`config.mk`:
```
export PLATFORM = sky130hd
export DESIGN_NAME = ula_arbiter_flat
export DESIGN_NICKNAME = d
export VERILOG_FILES = /design/src/rtl/ula_arbiter_if.sv /design/src/rtl/ula_arbiter.sv /design/src/flat_wrapper.sv
export SDC_FILE = /design/constraint.sdc
export NUM_CORES = 1
export LEC_CHECK = 0
export CAP_MARGIN = 20
export CORE_ASPECT_RATIO = 2
export CORE_MARGIN = 2
export CORE_UTILIZATION = 45
export CTS_CLUSTER_SIZE = 40
export DETAILED_ROUTE_END_ITERATION = 7
export PLACE_DENSITY = 0.85
export SLEW_MARGIN = 20
export SYNTH_ARGS = -nofsm -noshare
export SYNTH_HDL_FRONTEND = slang
export SYNTH_SLANG_ARGS = --single-unit
```
`constraint.sdc`:
```
create_clock -name clk -period 6.92 [get_ports clk]
set_input_delay 1.384 -clock clk [delete_from_list [all_inputs] [get_ports clk]]
set_output_delay 1.384 -clock clk [all_outputs]
set_load 0.02 [all_outputs]
```
`src/rtl/ula_arbiter_if.sv`:
```
// Bundle of requester-side and response-side signals for the shared ALU arbiter.
// Latency: none (wires only).
// Backpressure: req_ready per requester; responses have no backpressure.
interface ula_arbiter_if #(
  parameter int unsigned N   = 4,
  parameter int unsigned IDW = 2
);
  logic [N-1:0]      req_valid;
  logic [32*N-1:0]   req_a;
  logic [32*N-1:0]   req_b;
  logic [2*N-1:0]    req_controle;
  logic [N-1:0]      req_ready;
  logic              rsp_valid;
  logic [IDW-1:0]    rsp_id;
  logic [31:0]       rsp_result;
  logic              rsp_zero;
  logic              rsp_overflow;
  logic [31:0]       op_count;

  // Requester side drives operations and observes grants and responses.
  modport master (
    output req_valid, req_a, req_b, req_controle,
    input  req_ready, rsp_valid, rsp_id, rsp_result, rsp_zero, rsp_overflow, op_count
  );

  // Arbiter side consumes operations and produces grants and responses.
  modport slave (
    input  req_valid, req_a, req_b, req_controle,
    output req_ready, rsp_valid, rsp_id, rsp_result, rsp_zero, rsp_overflow, op_count
  );
endinterface

```
`src/rtl/ula_arbiter.sv`:
```
// Round-robin arbiter sharing one 32-bit ALU (add/sub/and/or + zero/overflow) among N requesters.
// Latency: grant in the request cycle, registered response one cycle later; one op per cycle.
// Backpressure: losers wait with req_valid held; responses are single-cycle pulses, never stalled.

module ula_alu (
  input  logic [31:0] a,
  input  logic [31:0] b,
  input  logic [1:0]  controle,
  output logic [31:0] result,
  output logic        zero,
  output logic        overflow
);
  // Combinational ALU: result, signed overflow for add/sub, zero for every opcode.
  always_comb begin
    result   = '0;
    overflow = 1'b0;
    case (controle)
      2'b00: begin
        result   = a + b;
        overflow = (a[31] == b[31]) && (result[31] != a[31]);
      end
      2'b01: begin
        result   = a + ~b + 32'd1;
        overflow = (a[31] != b[31]) && (result[31] != a[31]);
      end
      2'b10:   result = a & b;
      default: result = a | b;
    endcase
    zero = (result == 32'd0);
  end
endmodule

module ula_arbiter #(
  parameter int unsigned N   = 4,
  parameter int unsigned IDW = 2
) (
  input logic          clk,
  input logic          reset_n,
  ula_arbiter_if.slave bus
);
  logic [IDW-1:0] ptr_q, ptr_d;
  logic           rsp_valid_q, rsp_valid_d;
  logic [IDW-1:0] rsp_id_q, rsp_id_d;
  logic [31:0]    rsp_result_q, rsp_result_d;
  logic           rsp_zero_q, rsp_zero_d;
  logic           rsp_overflow_q, rsp_overflow_d;
  logic [31:0]    op_count_q, op_count_d;

  logic           gnt_vld;
  logic [IDW-1:0] gnt_idx;
  logic [IDW-1:0] cand_idx;
  logic [N-1:0]   ready;
  logic [31:0]    alu_a, alu_b;
  logic [1:0]     alu_ctl;
  logic [31:0]    alu_result;
  logic           alu_zero, alu_overflow;

  // First valid requester found scanning upward from the pointer, wrapping at N.
  always_comb begin
    gnt_vld  = 1'b0;
    gnt_idx  = '0;
    cand_idx = '0;
    for (int unsigned k = 0; k < N; k++) begin
      cand_idx = IDW'((32'(ptr_q) + k) % N);
      if (!gnt_vld && bus.req_valid[cand_idx]) begin
        gnt_vld = 1'b1;
        gnt_idx = cand_idx;
      end
    end
  end

  // One-hot ready to the winner, suppressed while reset is asserted; ALU sees zeros when idle.
  always_comb begin
    ready   = '0;
    alu_a   = '0;
    alu_b   = '0;
    alu_ctl = '0;
    if (gnt_vld && reset_n) begin
      ready[gnt_idx] = 1'b1;
    end
    if (gnt_vld) begin
      alu_a   = bus.req_a[32*int'(gnt_idx) +: 32];
      alu_b   = bus.req_b[32*int'(gnt_idx) +: 32];
      alu_ctl = bus.req_controle[2*int'(gnt_idx) +: 2];
    end
  end

  ula_alu u_alu (
    .a        (alu_a),
    .b        (alu_b),
    .controle (alu_ctl),
    .result   (alu_result),
    .zero     (alu_zero),
    .overflow (alu_overflow)
  );

  // Next state: capture the ALU output and advance the pointer past the winner on a grant.
  always_comb begin
    ptr_d          = ptr_q;
    rsp_valid_d    = 1'b0;
    rsp_id_d       = rsp_id_q;
    rsp_result_d   = rsp_result_q;
    rsp_zero_d     = rsp_zero_q;
    rsp_overflow_d = rsp_overflow_q;
    op_count_d     = op_count_q;
    if (gnt_vld) begin
      rsp_valid_d    = 1'b1;
      rsp_id_d       = gnt_idx;
      rsp_result_d   = alu_result;
      rsp_zero_d     = alu_zero;
      rsp_overflow_d = alu_overflow;
      ptr_d          = (32'(gnt_idx) == N - 1) ? '0 : gnt_idx + IDW'(1);
      op_count_d     = op_count_q + 32'd1;
    end
  end

  // State registers; asynchronous reset clears any pending response and the pointer.
  always_ff @(posedge clk or negedge reset_n) begin
    if (!reset_n) begin
      ptr_q          <= '0;
      rsp_valid_q    <= 1'b0;
      rsp_id_q       <= '0;
      rsp_result_q   <= '0;
      rsp_zero_q     <= 1'b0;
      rsp_overflow_q <= 1'b0;
      op_count_q     <= '0;
    end else begin
      ptr_q          <= ptr_d;
      rsp_valid_q    <= rsp_valid_d;
      rsp_id_q       <= rsp_id_d;
      rsp_result_q   <= rsp_result_d;
      rsp_zero_q     <= rsp_zero_d;
      rsp_overflow_q <= rsp_overflow_d;
      op_count_q     <= op_count_d;
    end
  end

  assign bus.req_ready    = ready;
  assign bus.rsp_valid    = rsp_valid_q;
  assign bus.rsp_id       = rsp_id_q;
  assign bus.rsp_result   = rsp_result_q;
  assign bus.rsp_zero     = rsp_zero_q;
  assign bus.rsp_overflow = rsp_overflow_q;
  assign bus.op_count     = op_count_q;
endmodule

```
`src/flat_wrapper.sv`:
```
// flat-port wrapper written by rule: the top's interface ports become plain ports
module ula_arbiter_flat 
#(
  parameter int unsigned N   = 4,
  parameter int unsigned IDW = 2
)
  (clk, reset_n, bus_req_valid, bus_req_a, bus_req_b, bus_req_controle, bus_req_ready, bus_rsp_valid, bus_rsp_id, bus_rsp_result, bus_rsp_zero, bus_rsp_overflow, bus_op_count);
  ula_arbiter_if #(.N(N), .IDW(IDW)) bus_i ();
  input logic clk;
  input logic reset_n;
  input wire logic [$bits(bus_i.req_valid)-1:0] bus_req_valid;
  input wire logic [$bits(bus_i.req_a)-1:0] bus_req_a;
  input wire logic [$bits(bus_i.req_b)-1:0] bus_req_b;
  input wire logic [$bits(bus_i.req_controle)-1:0] bus_req_controle;
  output wire logic [$bits(bus_i.req_ready)-1:0] bus_req_ready;
  output wire logic [$bits(bus_i.rsp_valid)-1:0] bus_rsp_valid;
  output wire logic [$bits(bus_i.rsp_id)-1:0] bus_rsp_id;
  output wire logic [$bits(bus_i.rsp_result)-1:0] bus_rsp_result;
  output wire logic [$bits(bus_i.rsp_zero)-1:0] bus_rsp_zero;
  output wire logic [$bits(bus_i.rsp_overflow)-1:0] bus_rsp_overflow;
  output wire logic [$bits(bus_i.op_count)-1:0] bus_op_count;
  assign bus_i.req_valid = bus_req_valid;
  assign bus_i.req_a = bus_req_a;
  assign bus_i.req_b = bus_req_b;
  assign bus_i.req_controle = bus_req_controle;
  assign bus_req_ready = bus_i.req_ready;
  assign bus_rsp_valid = bus_i.rsp_valid;
  assign bus_rsp_id = bus_i.rsp_id;
  assign bus_rsp_result = bus_i.rsp_result;
  assign bus_rsp_zero = bus_i.rsp_zero;
  assign bus_rsp_overflow = bus_i.rsp_overflow;
  assign bus_op_count = bus_i.op_count;
  ula_arbiter #(.N(N), .IDW(IDW)) u_core (.clk(clk), .reset_n(reset_n), .bus(bus_i));
endmodule
```
== Word level (Yosys, flattened, before mapping) ==
Cells that the tools add are included.
Word-level totals
  logic and storage cells: 72
  register bits: 71
Operators by class
  bitwise gates (word level): 3
  multiplexer cells: 26
  eq/ne operators: 7
  reductions and logical operators: 12
  magnitude comparators: 6
  add/subtract/negate cells: 8
  shift operators: 3
Operators by type and width (number)
  $shiftx 128x8->32: 2
  $pmux 32 s3: 1
  $add 32x1->32 const B: 2
  $add 32x32->32: 2
  $mux 32: 2
  $and 32x32->32: 1
  $logic_not 32->1: 1
  $not 32->32: 1
  $or 32x32->32: 1
  $lt 2x3->1 const B: 5
  $mux 2: 6
  $mux 1: 10
  $bmux 1 s2: 4
  $shiftx 8x4->2: 1
  $logic_and 1x1->1: 7
  $add 2x1->2 const B: 2
  $add 2x2->2 const B: 2
  $eq 2x2->1 const B: 2
  $mux 4: 1
  $logic_not 1->1: 3
  $ne 1x1->1: 3
  $demux 1 s2: 1
  $eq 2x1->1 const B: 1
  $ge 2x1->1 const B: 1
  3 further kinds: 3

== Logic depth before layout (Yosys ltp) ==
Gate-level depths: netlist of the first run.
  word-level depth: 20
  gate-level depth with buffers: 25
  mapped depth without buffers: 23

== Modules after synthesis ==
Synthesis of the first run repeated with hierarchy kept, for this count alone.
Unflattened totals
  cells, all modules: 1377
  area, all modules: 10358.7 µm²
By module, submodules not included
  ula_alu: cells an instance 815, area each 5403.9 µm², times used 1
  ula_arbiter: cells an instance 562, area each 4954.8 µm², times used 1

== Worst setup path after synthesis of the first run ==
OpenSTA, ideal clock, no wires.
  path type: input to register
  start: in bus_req_valid[2]
  end: reg u_core.rsp_zero_q (netlist: u_core.bus.rsp_zero)
  arrival: 6.114 ns
  stages on the path: 23
  library setup time: 0.066 ns
  data required time: 6.854 ns
  buffers on the path: 4
  slack: 0.740 ns
  path through: nor2b_4 > a221oi_4 > nor2_8 > inv_8 > clkbuf_1 > buf_1 > clkbuf_1 > nand2_1 > a31oi_1 > nand2_1 > ha_1 > clkbuf_1 > nand4_1 > or3b_1 > and2_1 > o311ai_2 > nand2_1 > o311ai_1 > xnor2_1 > o221ai_1 > a211oi_1 > nand4_1 > nand2_1
Between the ends
  cells in the longest elaborated chain, start to end: 19
Ends and longest elaborated chain
  start: declaration: line flat_wrapper.sv:11  | input wire logic [$bits(bus_i.req_valid)-1:0] bus_req_valid;
  $bmux 1 s2: line ula_arbiter.sv:65  | if (!gnt_vld && bus.req_valid[cand_idx]) begin
  $mux 1 (not written as such): line ula_arbiter.sv:65
  $mux 1: line ula_arbiter.sv:65
  $logic_not 1->1: line ula_arbiter.sv:65
  $logic_and 1x1->1: line ula_arbiter.sv:65
  $mux 1: line ula_arbiter.sv:65
  $logic_not 1->1: line ula_arbiter.sv:65
  $logic_and 1x1->1: line ula_arbiter.sv:65
  [3 not listed]
  $mux 2: line ula_arbiter.sv:65
  $shiftx 128x8->32: line ula_arbiter.sv:83  | alu_b = bus.req_b[32*int'(gnt_idx) +: 32];
  $mux 32: line ula_arbiter.sv:81  | if (gnt_vld) begin
  $not 32->32: line ula_arbiter.sv:23  | result = a + ~b + 32'd1;
  $add 32x32->32: line ula_arbiter.sv:23
  $add 32x1->32: line ula_arbiter.sv:23
  $pmux 32 s3: line ula_arbiter.sv:17  | case (controle)
  $logic_not 32->1: line ula_arbiter.sv:29  | zero = (result == 32'd0);
  end signal: assignment: line ula_arbiter.sv:132  | rsp_zero_q <= rsp_zero_d;
  end: declaration: line ula_arbiter.sv:45  | logic rsp_zero_q, rsp_zero_d;
Parallel ways exist; a longest one is shown, timed or not. The select of a mux whose other input is x is not followed.
A chain may end at the register's enable or synchronous reset.

== Worst setup path in the final report of the first run ==
Same ends and word-level chain as after synthesis.

==> qor.txt, run 1 <==
Root Buffer: clkbuf_16
R2R setup slack: 1.36 ns
Fin. Hold Viols: 0
Synthesized cell area: 10,300 µm²
Layout cells sized above 1: 8.00%
Post-place instance area: 14,200 µm²
Unrepaired setup endpoints after global routing: no
Count of final setup violators: 0
Maximum fanout along the worst path: 29
Area Growth Syn to Fin: 40.8%
Post-synthesis sequential area ratio: 17.2%
DR WL met2: 23.5 mm
H-tree Lvls: 3
Reg-to-Reg End: u_core.bus.rsp_zero$_DFFE_PN0N_
Hold Crit Class: flip-flop to flip-flop
WP data arrival: 7.00 ns
Worst path required time: 7.20 ns
Total track usage: 36.8%
Leading cell type in the layout, fill and taps excluded: clkdlybuf4s50_1
Crit Reg-Reg Startpoint: u_core.ptr_q[0]$_DFFE_PN0N_
Final Instance Area: 14,500 µm²
Final #Nets: 2,056
Post-synth EDFFs: 0
CTS tree: built
Mapped Avg Cell Area: 7.68 µm²
IO buf count: 342
Final worst-path cycle share: 97.1%
I/O Pins: 343
Total number of vias: 12,100
Max frequency: 0.149 GHz
Pin count of the biggest net entering global routing: 64
Max-slew violation count: 0
Post-CTS setup buffers: 0
Pwr dens: 530 nW/µm²
Initial Util: 45.7%
Clock tree buffer depth: 2
FF-to-FF path depth: 22
DRT Pass-1 Iters: 6
Final setup TNS: 0 ns
Num CTS Buffers: 9
Post-layout minimum cycle time: 6.72 ns
Number of remaining DRC errors: 0
Top cell type's share of synthesized area: 17.2%
GR Overflow Total: 0
Top Layer Used: met4
Num Clock Sinks: 71
Final hold slack: 0.467 ns
Final WL: 45.8 mm
Metal-1 WL: 14.4 mm
Min-delay src: u_core.bus.rsp_result[23]$_DFFE_PN0N_
Die area: 24,200 µm²
Most used cell, CP: nand2_1
Worst Path Buf+Inv: 3
Crit-path cells: clkdlybuf4s50_1, nor2b_4, a221oi_4, nor2_8, buf_4, nand2_1, and3_1, a31oi_1, nand2_1, ha_1, nor2b_1, o21ai_0, o211ai_1, nor3_2, a31o_2, a21oi_1, a221oi_1, buf_4, o21ai_0, xnor2_1, a211oi_1, nand4_1, nand2_1
Yosys cell types: 104
Hold EP: u_core.bus.rsp_result[23]$_DFFE_PN0N_
Cell accounting for the most synthesized area: dfrtp_1
Most frequent cells in the layout: clkdlybuf4s50_1, nand2_1, inv_1
Tightest Pin Transition: 0.912 ns
Slowest-stage cell, CP: clkdlybuf4s50_1
Syn Nets: 1,715
Die height: 218 µm
Area of the core: 22,500 µm²
Worst-path clk slew: 0.06 ns
Post-synthesis cell count: 1,342
Placer Congestion: 1.10
Slowest stage delay, CP: 0.61 ns
Top cells by area, synth: dfrtp_1, ha_1, mux2i_1, nand2_1, xnor2_1
First-pass GRT wire length: 69.3 mm
Main synth FF type: dfrtp_1
Worst vdd ir: 287 µV
Startpoint types: input port
Initial antenna violation count: 0
Outcome: complete, no violations
Share of flip-flops with an asynchronous set or reset: 100%
Hold Path Cell Cnt: 2
Clock skew: 0.00533 ns
Yosys Warn Count: 0
HPWL after DPL: 37.6 mm
Placement row count: 78
Met3 wire length: 2.99 mm
Worst skew pair latency: 0.34 ns
Vias in the first global route: 12,600
Slew headroom: 38.5%
DR WL/cell: 23.3 µm
Starting DRT DRC Count: 954
Via density per instance: 6.14
Family with the most delay on the worst path: compound AO/OA/AOI/OAI gates
Antenna diodes: 0
Die outline width: 111 µm
Setup crit end kind: flip-flop
Post-route ant nets: 0
P_leak: 6.59 nW
Crit Path Category: input port to flip-flop
Maxcap violations: 0
Synthesized flop and latch total: 71
[worst max path at each step]
stage	startpoint	end	slack (ns)	cells past startpoint
detailed placement	bus_req_valid[2]	u_core.bus.rsp_zero$_DFFE_PN0N_	0.06	23
finish	bus_req_valid[2]	u_core.bus.rsp_zero$_DFFE_PN0N_	0.20	23
global route	bus_req_valid[2]	u_core.bus.rsp_zero$_DFFE_PN0N_	0.05	23
CTS	bus_req_valid[2]	u_core.bus.rsp_zero$_DFFE_PN0N_	0.38	23
global placement	bus_req_valid[2]	u_core.bus.rsp_zero$_DFFE_PN0N_	0.06	23
floorplan	bus_req_valid[2]	u_core.bus.rsp_zero$_DFFE_PN0N_	0.74	23
[sequential cells by signal, indices dropped and copies added (netlist names)]
name / flops
u_core.bus.op_count: 32
u_core.bus.rsp_overflow: 1
u_core.ptr_q: 2
u_core.bus.rsp_result: 32
u_core.bus.rsp_valid: 1
u_core.bus.rsp_zero: 1
u_core.bus.rsp_id: 2
[what timing repair did]
item,in CTS,in global routing
hold buffers,0,0
resized for setup,0,1
endpoints found under the setup margin,0,1
[power breakdown]
group / switching (mW) / internal [mW]
Combinational: 3.97 / 2.62
Clock: 0.177 / 0.242
Sequential: 0.105 / 0.563
Total: 4.26 / 3.43
[area by class of cell]
class / count / area, µm²
Clock buffer: 11 / 233
Clock inverter: 5 / 33.8
Fill cell: 1915 / 8030
Inverter: 111 / 432
Multi-Input combinational cell: 1081 / 7750
Sequential cell: 71 / 1780
Tap cell: 280 / 350
Timing Repair Buffer: 409 / 3930
[synthesized netlist by cell type, types with 18 or more instances]
library cell	instances
xnor2_1	54
a21oi_1	76
and3_1	33
nor3_1	18
mux2i_1	100
clkbuf_1	47
o22a_1	45
nand3_1	31
nor2_1	73
a31oi_1	22
dfrtp_1	71
nand2_1	194
ha_1	102
nand4_1	18
o21ai_0	56
inv_1	107
[logic make-up (layout without fill, tap and decap cells)]
| family | Yosys count | in the layout | share of synthesized area [%] |
|---|---|---|---|
| buffers and inverters | 190 | 536 | 7.64 |
| XOR/XNOR | 69 | 69 | 5.87 |
| adder cells (fa/ha/maj) | 103 | 103 | 12.6 |
| AND/OR/NAND/NOR | 438 | 438 | 20.4 |
| multiplexers | 103 | 103 | 10.0 |
| flip-flops | 71 | 71 | 17.2 |
| AO/OA/AOI/OAI | 368 | 368 | 26.2 |
[routing by layer]
layer | track usage [%] | vias up
met5 | 0 | -
met4 | 33.3 | 0
met3 | 5.17 | 242
met2 | 67.9 | 678
met1 | 34.7 | 5629
li1 | - | 5529
[through the flow]
step           worst slack, ns  power [mW]  util [%]  std cells
3_5_place_dp            0.0573        7.06      63.2       1952
6_report                 0.201        7.69      64.4       1968
3_3_place_gp            0.0637        6.98      63.2       1952
5_1_grt                 0.0453        8.14      64.4       1968
2_1_floorplan            0.740        4.83         -       1342
4_1_cts                  0.381        7.51      64.3       1968
[worst min-delay path, cell delays in order (launching register included)]
cell,delay (ns)
dfrtp_1,0.34
nand2_1,0.05
nand2_1,0.05
Power figures use the tool's default switching activity.
==> inputs of run 2 (changes only) <==
--- a/config.mk
+++ b/config.mk
@@ -11,3 +11,2 @@
 export CORE_UTILIZATION = 45
-export CTS_CLUSTER_SIZE = 40
 export DETAILED_ROUTE_END_ITERATION = 7
--- a/constraint.sdc
+++ b/constraint.sdc
@@ -3,2 +3,2 @@
 set_output_delay 1.384 -clock clk [all_outputs]
-set_load 0.02 [all_outputs]
+set_load 0.01 [all_outputs]
==> qor.txt, run 2 (synthesis results as in run 1) <==
# placed instances: 1,962
Die outline width: 111 µm
Pin count of the biggest net entering global routing: 64
IO buf count: 342
Tightest Pin Transition: 0.873 ns
Post-route insts no fill: 1,978
Worst-path clk slew: 0.06 ns
Total track usage: 38.6%
Count of final setup violators: 0
Post-CTS Hold Fix Bufs: 0
Reg power frac: 8.5%
GR Overflow Total: 0
CTS tree: built
Fin. Hold Viols: 0
Num Clock Sinks: 71
H-tree Lvls: 3
Via density per instance: 6.18
Placer Congestion: 1.08
Hold Crit Class: flip-flop to flip-flop
Total power: 7.83 mW
Startpoint types: input port
Final #Nets: 2,066
Root Buffer: clkbuf_16
WP data arrival: 6.96 ns
Unrepaired setup endpoints after global routing: no
Max-slew violation count: 0
Int Pwr: 3.51 mW
Most frequent cells in the layout: clkdlybuf4s50_1, nand2_1, inv_1
Fin worst setup slack: 0.243 ns
Crit Path Category: input port to flip-flop
P_sw: 4.32 mW
Worst skew pair latency: 0.35 ns
Layout cells sized above 1: 8.60%
Max frequency: 0.150 GHz
Switching Share: 55.2%
Placement row count: 78
Slew headroom: 41.6%
Antenna diodes: 0
Worst path required time: 7.20 ns
Setup crit end kind: flip-flop
Post-CTS setup buffers: 0
Maximum fanout along the worst path: 19
Dpl ws: -0.0332 ns
Filler Cell Count: 1,957
Util after Layout: 65.0%
Leading cell type in the layout, fill and taps excluded: clkdlybuf4s50_1
Comb pwr share: 85.5%
Clock power frac: 6.0%
Maxcap violations: 0
Area Growth Syn to Fin: 42.2%
Final worst-path cycle share: 96.5%
Num CTS Buffers: 9
Die height: 218 µm
I/O Pins: 343
Outcome: complete, no violations
HPWL after DPL: 39.8 mm
Vias in the first global route: 12,800
Post-route ant nets: 0
Final setup TNS: 0 ns
Clock tree buffer depth: 2
Die area: 24,200 µm²
Total number of vias: 12,200
Area of the core: 22,500 µm²
Starting DRT DRC Count: 866
First-pass GRT wire length: 71.6 mm
Post-layout minimum cycle time: 6.68 ns
DR WL/cell: 24.4 µm
Final WL: 48.2 mm
Clock skew: 0.0120 ns
P_leak: 6.67 nW
DRT Pass-1 Iters: 5
Initial Util: 45.7%
Number of remaining DRC errors: 0
Pwr dens: 534 nW/µm²
Initial antenna violation count: 0
Worst vdd ir: 333 µV
-- run 2: metrics by stage --
step	hold slack [ns]	cell area (µm²)
finish	0.470	14700
global route	0.496	14700
CTS	0.474	14700
detailed placement	0.456	14400
global placement	0.449	14400
floorplan	0.501	10300
-- run 2: what timing repair did --
item                                    CTS  global route
hold endpoints to repair                  0             0
resized for setup                         0             3
endpoints found under the setup margin    0             1
-- run 2: power groups by stage --
stage	combinational (mW)	clock, mW	sequential [mW]
after floorplan	4.03	0	0.706
after global placement	6.44	0	0.662
after detailed placement	6.48	0	0.669
after CTS	6.52	0.465	0.662
after global routing	7.10	0.483	0.679
final	6.69	0.469	0.665
-- run 2: worst max-delay path, cell delays in order --
cell and delay [ns]:
clkdlybuf4s50_1 0.61, mux2i_1 0.13, o221a_2 0.33, inv_8 0.17, buf_12 0.19, mux2i_1 0.53, o22a_1 0.30, ha_1 0.31
nand2b_1 0.21, a211oi_1 0.28, a211o_1 0.24, o211ai_1 0.28, a211oi_2 0.43, o2111ai_1 0.21, and4_1 0.26, o31a_1 0.23
a311o_1 0.32, a211oi_1 0.28, nand4_1 0.13, nand2_1 0.08
-- run 2: metal layers --
layer | wire length [µm] | share of wire (%) | GRT usage (%) | up-vias
met5 | 0 | 0 | 0 | -
li1 | - | - | - | 5538
met1 | 15400 | 32 | 36.2 | 5802
met4 | 5120 | 11 | 34.8 | 0
met2 | 25300 | 52 | 72.3 | 650
met3 | 2400 | 5.0 | 4.53 | 237
-- run 2: path summary, 6_finish.rpt --
kind,slack (ns),depth (start not counted),endpoint,from
max,0.24,20,u_core.bus.rsp_zero$_DFFE_PN0N_,bus_req_valid[2]
min,0.47,1,u_core.bus.op_count[31]$_DFFE_PN0N_,u_core.bus.op_count[31]$_DFFE_PN0N_
max reg2reg,1.34,20,u_core.bus.rsp_zero$_DFFE_PN0N_,u_core.ptr_q[1]$_DFFE_PN0N_
min reg2reg,0.47,1,u_core.bus.op_count[31]$_DFFE_PN0N_,u_core.bus.op_count[31]$_DFFE_PN0N_
max in group asynchronous,4.92,2,u_core.bus.op_count[29]$_DFFE_PN0N_,reset_n
min in group asynchronous,0.89,1,u_core.bus.op_count[10]$_DFFE_PN0N_,reset_n
-- run 2: layout make-up --
type                            instances  area (µm²)  share of cell area (%)
Multi-Input combinational cell       1081        7750                    52.9
Timing Repair Buffer                  419        4050                    27.6
Sequential cell                        71        1780                    12.1
Inverter                              111         432                    2.95
Tap cell                              280         350                    2.39
Clock buffer                            9         225                    1.54
Clock inverter                          7        73.8                   0.504
